--- config.mk ---
export PLATFORM = sky130hd
export DESIGN_NAME = cache_tag_lookup
export DESIGN_NICKNAME = d
export VERILOG_FILES = /design/src/rtl/cache_tag_lookup_pkg.sv /design/src/rtl/cache_tag_lookup_tag_match4.sv /design/src/rtl/cache_tag_lookup.sv
export SDC_FILE = /design/constraint.sdc
export NUM_CORES = 1
export LEC_CHECK = 0
export ABC_CLOCK_PERIOD_IN_PS = 10800
export CORE_ASPECT_RATIO = 0.7
export CORE_MARGIN = 2
export CORE_UTILIZATION = 45
export CTS_CLUSTER_DIAMETER = 100
export DETAILED_ROUTE_END_ITERATION = 16
export PLACE_DENSITY = 0.59
export SYNTH_ARGS = -nofsm -noshare
export SYNTH_HDL_FRONTEND = slang
export SYNTH_SLANG_ARGS = --single-unit
--- constraint.sdc ---
create_clock -name clk -period 10.8 [get_ports clk]
set_input_delay 2.16 -clock clk [delete_from_list [all_inputs] [get_ports clk]]
set_output_delay 2.16 -clock clk [all_outputs]
set_load 0.005 [all_outputs]
--- src/rtl/cache_tag_lookup_pkg.sv ---
// Shared types for the cache tag lookup stage: way index, state encoding, default geometry.
// TAG_FLUSH_EN adds the FLUSH state to the encoding.
package cache_pkg;
   localparam int WAYS      = 4;
   localparam int DEF_SETS  = 16;
   localparam int DEF_TAG_W = 20;

   typedef logic [1:0] way_t;

   typedef enum logic [2:0] {
      LK_IDLE,
      LK_LOOKUP,
      LK_ALLOC,
      LK_FILL_REQ,
      LK_FILL_WAIT,
      LK_RESP
`ifdef TAG_FLUSH_EN
      , LK_FLUSH
`endif
   } lk_state_t;
endpackage

--- src/rtl/cache_tag_lookup_tag_match4.sv ---
// Combinational 4-way tag compare plus first-invalid-way search for one set.
module tag_match4
   import cache_pkg::*;
#(
   parameter int TAG_W = DEF_TAG_W
) (
   input  logic [WAYS-1:0][TAG_W-1:0] tags,
   input  logic [WAYS-1:0]            valid,
   input  logic [TAG_W-1:0]           tag,
   output logic                       hit,
   output way_t                       hit_way,
   output logic                       has_invalid,
   output way_t                       first_invalid_way
);

   // Walk from the top way down so the lowest index is written last and wins.
   always_comb begin
      hit               = 1'b0;
      hit_way           = '0;
      has_invalid       = 1'b0;
      first_invalid_way = '0;
      for (int w = WAYS - 1; w >= 0; w--) begin
         if (valid[w] && (tags[w] == tag)) begin
            hit     = 1'b1;
            hit_way = way_t'(w);
         end
         if (!valid[w]) begin
            has_invalid       = 1'b1;
            first_invalid_way = way_t'(w);
         end
      end
   end

endmodule

--- src/rtl/cache_tag_lookup.sv ---
// Tag/valid lookup and miss allocation for a 4-way set-associative cache, driving the PLRU.
// TAG_FLUSH_EN adds flush_req/flush_busy and a one-set-per-cycle invalidate sweep.
module cache_tag_lookup
   import cache_pkg::*;
#(
   parameter  int SETS  = DEF_SETS,
   parameter  int TAG_W = DEF_TAG_W,
   localparam int SET_W = $clog2(SETS)
) (
   input  logic             clk,
   input  logic             rst_n,
   input  logic             req_valid,
   output logic             req_ready,
   input  logic [TAG_W-1:0] req_tag,
   input  logic [SET_W-1:0] req_set,
   output logic             rsp_valid,
   output logic             rsp_hit,
   output way_t             rsp_way,
   output logic [SET_W-1:0] lru_set,
   output logic             lru_acc_valid,
   output way_t             lru_acc_way,
   output logic             lru_vic_req,
   input  way_t             lru_vic_way,
   output logic             fill_req_valid,
   input  logic             fill_req_ready,
   output logic [TAG_W-1:0] fill_req_tag,
   output logic [SET_W-1:0] fill_req_set,
   output way_t             fill_req_way,
`ifdef TAG_FLUSH_EN
   input  logic             flush_req,
   output logic             flush_busy,
`endif
   input  logic             fill_done
);

   lk_state_t                          state_q, state_d;
   logic [TAG_W-1:0]                   tag_q, tag_d;
   logic [SET_W-1:0]                   set_q, set_d;
   way_t                               way_q, way_d;
   logic                               hit_q, hit_d;
   logic [SETS-1:0][WAYS-1:0]          valid_q, valid_d;
   logic [SETS-1:0][WAYS-1:0][TAG_W-1:0] tags_q, tags_d;
`ifdef TAG_FLUSH_EN
   logic [SET_W-1:0]                   flush_cnt_q, flush_cnt_d;
`endif

   logic m_hit, m_has_inv;
   way_t m_hit_way, m_inv_way;

   tag_match4 #(.TAG_W(TAG_W)) u_match (
      .tags              (tags_q[set_q]),
      .valid             (valid_q[set_q]),
      .tag               (tag_q),
      .hit               (m_hit),
      .hit_way           (m_hit_way),
      .has_invalid       (m_has_inv),
      .first_invalid_way (m_inv_way)
   );

   always_comb begin
      state_d        = state_q;
      tag_d          = tag_q;
      set_d          = set_q;
      way_d          = way_q;
      hit_d          = hit_q;
      valid_d        = valid_q;
      tags_d         = tags_q;
      req_ready      = 1'b0;
      rsp_valid      = 1'b0;
      rsp_hit        = 1'b0;
      rsp_way        = '0;
      lru_set        = '0;
      lru_acc_valid  = 1'b0;
      lru_acc_way    = '0;
      lru_vic_req    = 1'b0;
      fill_req_valid = 1'b0;
      fill_req_tag   = '0;
      fill_req_set   = '0;
      fill_req_way   = '0;
`ifdef TAG_FLUSH_EN
      flush_busy     = 1'b0;
      flush_cnt_d    = flush_cnt_q;
`endif
      case (state_q)
         LK_IDLE: begin
            req_ready = 1'b1;
            if (req_valid) begin
               tag_d   = req_tag;
               set_d   = req_set;
               state_d = LK_LOOKUP;
            end
`ifdef TAG_FLUSH_EN
            if (flush_req) begin
               req_ready   = 1'b0;
               flush_cnt_d = '0;
               state_d     = LK_FLUSH;
            end
`endif
         end
         LK_LOOKUP: begin
            lru_set = set_q;
            if (m_hit) begin
               lru_acc_valid = 1'b1;
               lru_acc_way   = m_hit_way;
               way_d         = m_hit_way;
               hit_d         = 1'b1;
               state_d       = LK_RESP;
            end else begin
               state_d = LK_ALLOC;
            end
         end
         LK_ALLOC: begin
            // The PLRU updates itself on a victim request, so no access strobe then.
            lru_set = set_q;
            hit_d   = 1'b0;
            if (m_has_inv) begin
               lru_acc_valid = 1'b1;
               lru_acc_way   = m_inv_way;
               way_d         = m_inv_way;
            end else begin
               lru_vic_req = 1'b1;
               way_d       = lru_vic_way;
            end
            valid_d[set_q][way_d] = 1'b0;
            state_d = LK_FILL_REQ;
         end
         LK_FILL_REQ: begin
            fill_req_valid = 1'b1;
            fill_req_tag   = tag_q;
            fill_req_set   = set_q;
            fill_req_way   = way_q;
            if (fill_req_ready) state_d = LK_FILL_WAIT;
         end
         LK_FILL_WAIT: begin
            if (fill_done) begin
               tags_d[set_q][way_q]  = tag_q;
               valid_d[set_q][way_q] = 1'b1;
               state_d               = LK_RESP;
            end
         end
         LK_RESP: begin
            rsp_valid = 1'b1;
            rsp_hit   = hit_q;
            rsp_way   = way_q;
            state_d   = LK_IDLE;
         end
`ifdef TAG_FLUSH_EN
         LK_FLUSH: begin
            flush_busy           = 1'b1;
            valid_d[flush_cnt_q] = '0;
            flush_cnt_d          = flush_cnt_q + 1'b1;
            if (flush_cnt_q == SET_W'(SETS - 1)) state_d = LK_IDLE;
         end
`endif
         default: state_d = LK_IDLE;
      endcase
   end

   always_ff @(posedge clk or negedge rst_n) begin
      if (!rst_n) begin
         state_q     <= LK_IDLE;
         tag_q       <= '0;
         set_q       <= '0;
         way_q       <= '0;
         hit_q       <= 1'b0;
         valid_q     <= '0;
`ifdef TAG_FLUSH_EN
         flush_cnt_q <= '0;
`endif
      end else begin
         state_q     <= state_d;
         tag_q       <= tag_d;
         set_q       <= set_d;
         way_q       <= way_d;
         hit_q       <= hit_d;
         valid_q     <= valid_d;
`ifdef TAG_FLUSH_EN
         flush_cnt_q <= flush_cnt_d;
`endif
      end
   end

   // Tag contents are qualified by valid bits, so they need no reset.
   always_ff @(posedge clk) begin
      tags_q <= tags_d;
   end

endmodule

==> results by group, run 1 <==
Run status
  – Status: complete, no violations

Critical path
  – Buf/Inv on CP: 2
  – Crit path max fanout: 72
  – Worst reg2reg endpoint: state_q[0]$_DFFE_PN0P_
  – Worst EP required: just under 9 ns
  – Crit path capture type: primary output
  – Cell count of the worst reg-to-reg path: 11
  – Startpoint types: flop
  – Arr. time, crit path: 6.77 ns
  – Max incr delay on CP: 1.10 ns
  – Crit Path Category: reg -> out
  – Slowest cell on crit path: nor4_1
  – Worst R2R Setup Slack: 5.08 ns
  – Worst-path cell chain: buf_12 -> nand2b_1 -> o22ai_1 -> a221oi_1 -> xnor2_1 -> a2111oi_0 -> a22oi_1 -> nor4_1 -> o21a_1 -> o21ai_0 -> and2_1 -> clkdlybuf4s50_1
  – Top delay family on crit path: simple AND/OR/NAND/NOR gates
  – Worst R2R Start: set_q[0]$_DFFE_PN0P_

Timing
  – Final worst slack: about 1.9 ns
  – Slew HR: 0.171
  – Final period utilization: 0.827
  – Post-route minimum period: approximately 8.9 ns
  – Unrepaired setup endpoints after global routing: false
  – FMAX: 0.112 GHz
  – Max Slew Vio Count: 0
  – Final hold violations: 0
  – Final setup viols: 0
  – Slew at the pin closest to its max-slew limit: roughly 1.2 ns
  – Worst Skew: approximately 0.024 ns
  – Total negative slack: 0 ns

Synth
  – Synthesized area: 56100 sq um
  – FFs w/ async S/R, synth: 0.0684
  – Cells after Synth: 2893
  – Seq/Total Area, Yosys: 0.727
  – Share of the synthesized area in the top cell type: 0.686
  – Post-synth EDFFs: 1280
  – #FFs+latches synth: 1374
  – Syn_nets: 2924
  – Synth top area cells: edfxtp_1 69%, mux4_2 10%, dfrtp_1 4.2%
  – Synth area leader: edfxtp_1
  – Post-synth cell types: 86
  – Mean Syn Cell Area: 19.4 sq um
  – Dominant synthesized flop cell: edfxtp_1
  – Synth warnings: 0

Floorplan
  – Die X: 426 microns
  – Initial Util: 0.453
  – Die Y-Extent: 299 microns
  – Die footprint: 127000 sq um
  – Core area: about 120000 sq um
  – Std cell rows: 108
  – Ports: 71

Hold path
  – Hold Crit Start: valid_q[33]$_DFFE_PN0P_
  – Hold path depth: 1
  – WHS Endpoint: valid_q[33]$_DFFE_PN0P_
  – Hold Crit Class: reg -> reg

Power
  – PD cells: 277 nW/um^2
  – LEAKAGE: 20.4 nW
  – Max VDD drop: 0.239 mV

Clock network
  – CTS Buf Count: 132
  – # clock sinks: between 1000 and 1500
  – Reg clk slew, reported paths: ~0.060 ns
  – CTS tree: done
  – Clock root cell: clkbuf_16
  – Setup repair bufs after CTS: 0
  – Clock latency on the worst-skew pair: 0.75 ns
  – Post-CTS Resized: 0
  – Cts hold-fix bufs: 0
  – Longest Clk Path Bufs: 3
  – CTS H-tree lvls: 4

Cells and area
  – Share of layout cells above drive strength 1: 0.223
  – Fin cells: around 4800
  – Nets: 3057
  – P&R area growth vs syn: 12.3%

Placement
  – Hpwl dp: 91400 microns
  – IO Port Bufs: 70
  – Placed insts: 4542
  – Setup WS pre-CTS: 2.82 ns
  – Routability cong.: 0.865

Route
  – Drt drc: 0
  – Initial DRC count: 3799
  – Drt wl/cell: 32.7 microns
  – Total wire length: between 150000 and 200000 microns
  – Antenna Violating Nets Remaining: 0
  – Vias post-DR: a little under 30000
  – Router iterations before antenna repair: 7
  – Vias/cell: 6.24

Global route
  – Initial antenna violation count: 4
  – Remaining Overflow, GRT: 0
  – Pin count of the biggest net entering global routing: between 100 and 150
  – First-pass GRT wire length: 222000 microns
  – Vias in the first global route: 29989
  – GRT Overall Usage: 0.246

Job
  – Max-cap violation count: 0
logic make-up after synthesis:
logic type      count (synthesis)  share of synthesized area
flops                        1374                      0.727
buf+inv                       197                     0.0227
xor+xnor                       90                     0.0141
mux                           543                      0.161
simple gates                  363                     0.0306
compound gates                326                     0.0444
worst max path at each step:
stage / from / endpoint / slack [ns] / cells after the start
after floorplan: tag_q[7]$_DFFE_PN0P_ / lru_acc_way[0] / 5.14 / 10
after detailed placement: set_q[0]$_DFFE_PN0P_ / lru_acc_way[0] / 2.82 / 12
after CTS: set_q[0]$_DFFE_PN0P_ / lru_acc_way[0] / 1.97 / 12
final: set_q[0]$_DFFE_PN0P_ / lru_acc_way[0] / 1.87 / 12
after global routing: set_q[0]$_DFFE_PN0P_ / lru_acc_way[0] / 1.74 / 12
after global placement: set_q[0]$_DFFE_PN0P_ / lru_acc_way[0] / 2.83 / 12
power by group:
| part | internal, W | switching (W) |
|---|---|---|
| Sequential | 0.00663 | 0.000330 |
| Clock | 0.00256 | 0.00195 |
| Combinational | 0.00217 | 0.00379 |
| Total | 0.0114 | 0.00607 |
flip-flops by register name, summed over array words and instances, names as in the netlist:
name,flops
hit_q,1
tags_q,1280
valid_q,64
set_q,4
tag_q,20
way_q,2
state_q,3
per-layer routing:
layer | track usage | vias up | share of wire
li1 | - | 12149 | -
met1 | 0.364 | 15850 | 0.43
met2 | 0.370 | 1511 | 0.46
met3 | 0.0424 | 259 | 0.084
met4 | 0.0861 | 0 | 0.031
met5 | 0 | - | 0
stage by stage:
stage,hold WS [ns],cell area (sq um),utilization,total power (W)
after floorplan,0.460,56100,-,0.0109
after global placement,0.478,58900,0.476,0.0129
after detailed placement,0.486,58900,0.476,0.0130
after CTS,0.504,63000,0.509,0.0175
after global routing,0.526,63000,0.509,0.0180
final,0.503,63000,0.509,0.0174
cells in the mapped netlist, types with 8 or more instances:
cell type     n
o21ai_0      38
nor2_1      118
a22o_1       21
a221oi_1     25
mux2_2       44
and2_1       23
a2bb2oi_1    15
nand3_1      18
o32a_1       10
o22ai_1      25
a21oi_1      31
nand2b_1     11
xnor2_1      75
mux2i_1     222
nor3_1       19
o22a_1       33
edfxtp_1   1280
dfrtp_1      94
buf_4        16
nand2_1     103
mux4_2      259
nand4_1       8
buf_2        50
buf_12       12
xor2_1       15
o2111ai_1     8
a22oi_1      47
nor4_1       28
buf_1         8
mux4_1       16
nor2b_1      10
inv_1        14
buf_6        18
clkbuf_1     61
cell usage in the layout, fill, tap and decap left out, types with 30 or more instances in the layout:
cell                n
dfrtp_1            70
buf_4              99
clkbuf_16         139
nor2_2             30
nand2_1           103
nor2_1             52
o22a_1             33
clkbuf_1           34
mux2_2             44
clkdlybuf4s50_1    69
o21ai_0            38
mux2i_1           222
mux4_2            259
nor2_4             37
a22oi_1            47
a21oi_1            31
edfxtp_1         1280
xnor2_1            75
area by class of cell:
type,instances,area (sq um)
Timing Repair Buffer,173,1530
Clock inverter,47,369
Tap cell,1650,2060
Multi-Input combinational cell,1322,14400
Antenna cell,1,2.50
Fill cell,9904,60800
Clock buffer,183,3740
Sequential cell,1374,40800
Inverter,23,86.3
No activity file was read; power rests on OpenSTA's default activity.
==> inputs of run 2 (changes only) <==
ABC_CLOCK_PERIOD_IN_PS = 7600   (was 10800)
PLACE_DENSITY = 0.62   (was 0.59)
clock period = 7.6 ns   (was 10.8 ns; I/O delays follow)
==> run 2 against run 1 <==
Net effect: critical path depth unchanged; sequential share of layout area decreased by 0.58 points; combinational power increased by 50%; sequential power increased by 45%; sequential cell count unchanged; die area unchanged; clock skew increased by 0.0087 ns; first-iteration DRC count increased by 21%; non-clock buffer count increased by 15; global-route usage increased by 0.90 points; hold slack got worse by 0.0039 ns; clock-buffer cell count decreased by 8; largest power group unchanged; highest routed layer is now met5.
==> results by group, run 2 (synthesized netlist as in run 1, its figures left out) <==
Run status
  – Status: complete, no violations

Timing
  – Slew at the pin closest to its max-slew limit: 1.29 ns
  – FMAX: 0.132 GHz
  – Final setup viols: 0
  – Max Slew Vio Count: 0
  – Final worst slack: 0.0133 ns
  – Slew HR: 0.128
  – Post-route minimum period: 7.59 ns
  – Final hold violations: 0
  – Final period utilization: 0.998
  – Worst Skew: between 0.03 and 0.04 ns
  – Hold Slack: roughly 0.50 ns
  – Total negative slack: 0 ns
  – Unrepaired setup endpoints after global routing: false

Clock network
  – Longest Clk Path Bufs: 3
  – # clock sinks: ~1400
  – CTS Buf Count: 132
  – CTS tree: done
  – Clock latency on the worst-skew pair: roughly 0.8 ns
  – Clock root cell: clkbuf_16
  – Cts hold-fix bufs: 0
  – Reg clk slew, reported paths: 0.07 ns
  – CTS H-tree lvls: 4

Cells and area
  – FILL cells: 9813
  – Nets: 3072
  – Max reg flops: 1280
  – Most common cell after layout, fill and taps aside: edfxtp_1
  – Largest registers: tags_q x1280, valid_q x64, tag_q x20
  – Design area: 63600 sq um
  – Share of layout cells above drive strength 1: 0.232
  – P&R area growth vs syn: 13.4%
  – Biggest register: tags_q
  – Most frequent cells in the layout: 1280 x edfxtp_1, 259 x mux4_2, 221 x mux2i_1

Floorplan
  – Ports: 71
  – Die X: 426 microns
  – Initial Util: 0.453
  – Core area: about 120000 sq um
  – Std cell rows: 108
  – Die footprint: 127000 sq um
  – Die Y-Extent: 299 microns

Critical path
  – Cell count of the worst reg-to-reg path: 11
  – Worst EP required: ~6.1 ns
  – Arr. time, crit path: approximately 6.1 ns
  – Worst R2R Start: set_q[1]$_DFFE_PN0P_
  – Crit path max fanout: 20
  – Crit Path Category: reg -> out
  – Startpoint types: flop
  – Crit path capture type: primary output
  – Setup crit start: set_q[2]$_DFFE_PN0P_

Placement
  – Hpwl dp: around 100000 microns
  – IO Port Bufs: 70
  – DP Area: 59200 sq um
  – Setup WS pre-CTS: between 0.8 and 0.9 ns
  – Routability cong.: 0.900

Route
  – Vias/cell: between 6 and 7
  – Antenna Violating Nets Remaining: 0
  – Initial DRC count: 4579
  – Drt wl/cell: 33.8 microns
  – Total wire length: 162000 microns
  – Vias post-DR: about 31000
  – Router iterations before antenna repair: 6
  – Drt drc: 0

Power
  – Max VDD drop: 0.274 mV
  – LEAKAGE: 20.6 nW
  – PD cells: 405 nW/um^2

Global route
  – Pin count of the biggest net entering global routing: 71
  – First-pass GRT wire length: 228000 microns
  – GRT Overall Usage: 0.255
  – Remaining Overflow, GRT: 0
  – Initial antenna violation count: 11
  – Vias in the first global route: 29918

Hold path
  – Hold path depth: 1
  – Hold Crit Start: valid_q[49]$_DFFE_PN0P_
  – Hold Crit Class: reg -> reg

Job
  – Max-cap violation count: 0
==> run 2: worst paths after layout <==
kind,end,slack (ns)
max in group asynchronous,set_q[3]$_DFFE_PN0P_,5.37
min in group asynchronous,tag_q[5]$_DFFE_PN0P_,0.77
hold reg to reg,valid_q[49]$_DFFE_PN0P_,0.50
hold / removal,valid_q[49]$_DFFE_PN0P_,0.50
setup / recovery,lru_acc_valid,0.01
setup reg to reg,valid_q[8]$_DFFE_PN0P_,2.40
==> run 2: metal layers <==
layer  GRT usage  part of all wire  up-vias  wire length, microns
li1            -                 -    12190                     -
met1       0.387              0.42    16141                 68300
met2       0.358              0.43     1897                 70000
met3      0.0747              0.12      282                 19700
met4      0.0703             0.026        4                  4220
met5           0           0.00017        -                    27
==> run 2: timing repair <==
| item | CTS | global route |
|---|---|---|
| endpoints found under the hold margin | 0 | 0 |
| endpoints found under the setup margin | 2 | 2 |
| resized for setup | 0 | 3 |
| buffers inserted | 1 | 0 |
==> run 2: layout make-up <==
class | instances | area [sq um] | share of cell area
Multi-Input combinational cell | 1322 | 14400 | 0.227
Clock buffer | 175 | 3620 | 0.0570
Tap cell | 1650 | 2060 | 0.0325
Antenna cell | 2 | 5.00 | 0.0000787
Sequential cell | 1374 | 40800 | 0.642
Clock inverter | 60 | 737 | 0.0116
Inverter | 23 | 86.3 | 0.00136
Timing Repair Buffer | 188 | 1780 | 0.0281
==> run 2: per-stage QoR <==
stage	cells	power, W	utilization
2_1_floorplan	2893	0.0154	-
5_1_grt	4792	0.0265	0.513
3_3_place_gp	4556	0.0188	0.478
3_5_place_dp	4556	0.0190	0.478
4_1_cts	4792	0.0256	0.513
6_report	4794	0.0258	0.514
==> run 2: worst max-delay path, cell delays in order (launching register included) <==
cell and delay, ns:
dfrtp_2 0.90, buf_4 0.44, inv_2 0.36, buf_4 0.39
a311oi_1 0.65, o221ai_1 0.38, a2bb2oi_1 0.23, a211o_2 0.30
or4_4 0.52, nand2_1 0.10, o2111ai_1 0.19, o21ai_0 0.20
clkdlybuf4s50_1 0.56
==> run 2: report_power, final <==
group / switching (W) / leakage, nW / internal [W]
Clock: 0.00286 / 2.12 / 0.00387
Sequential: 0.000646 / 12.8 / 0.00941
Combinational: 0.00574 / 5.66 / 0.00323
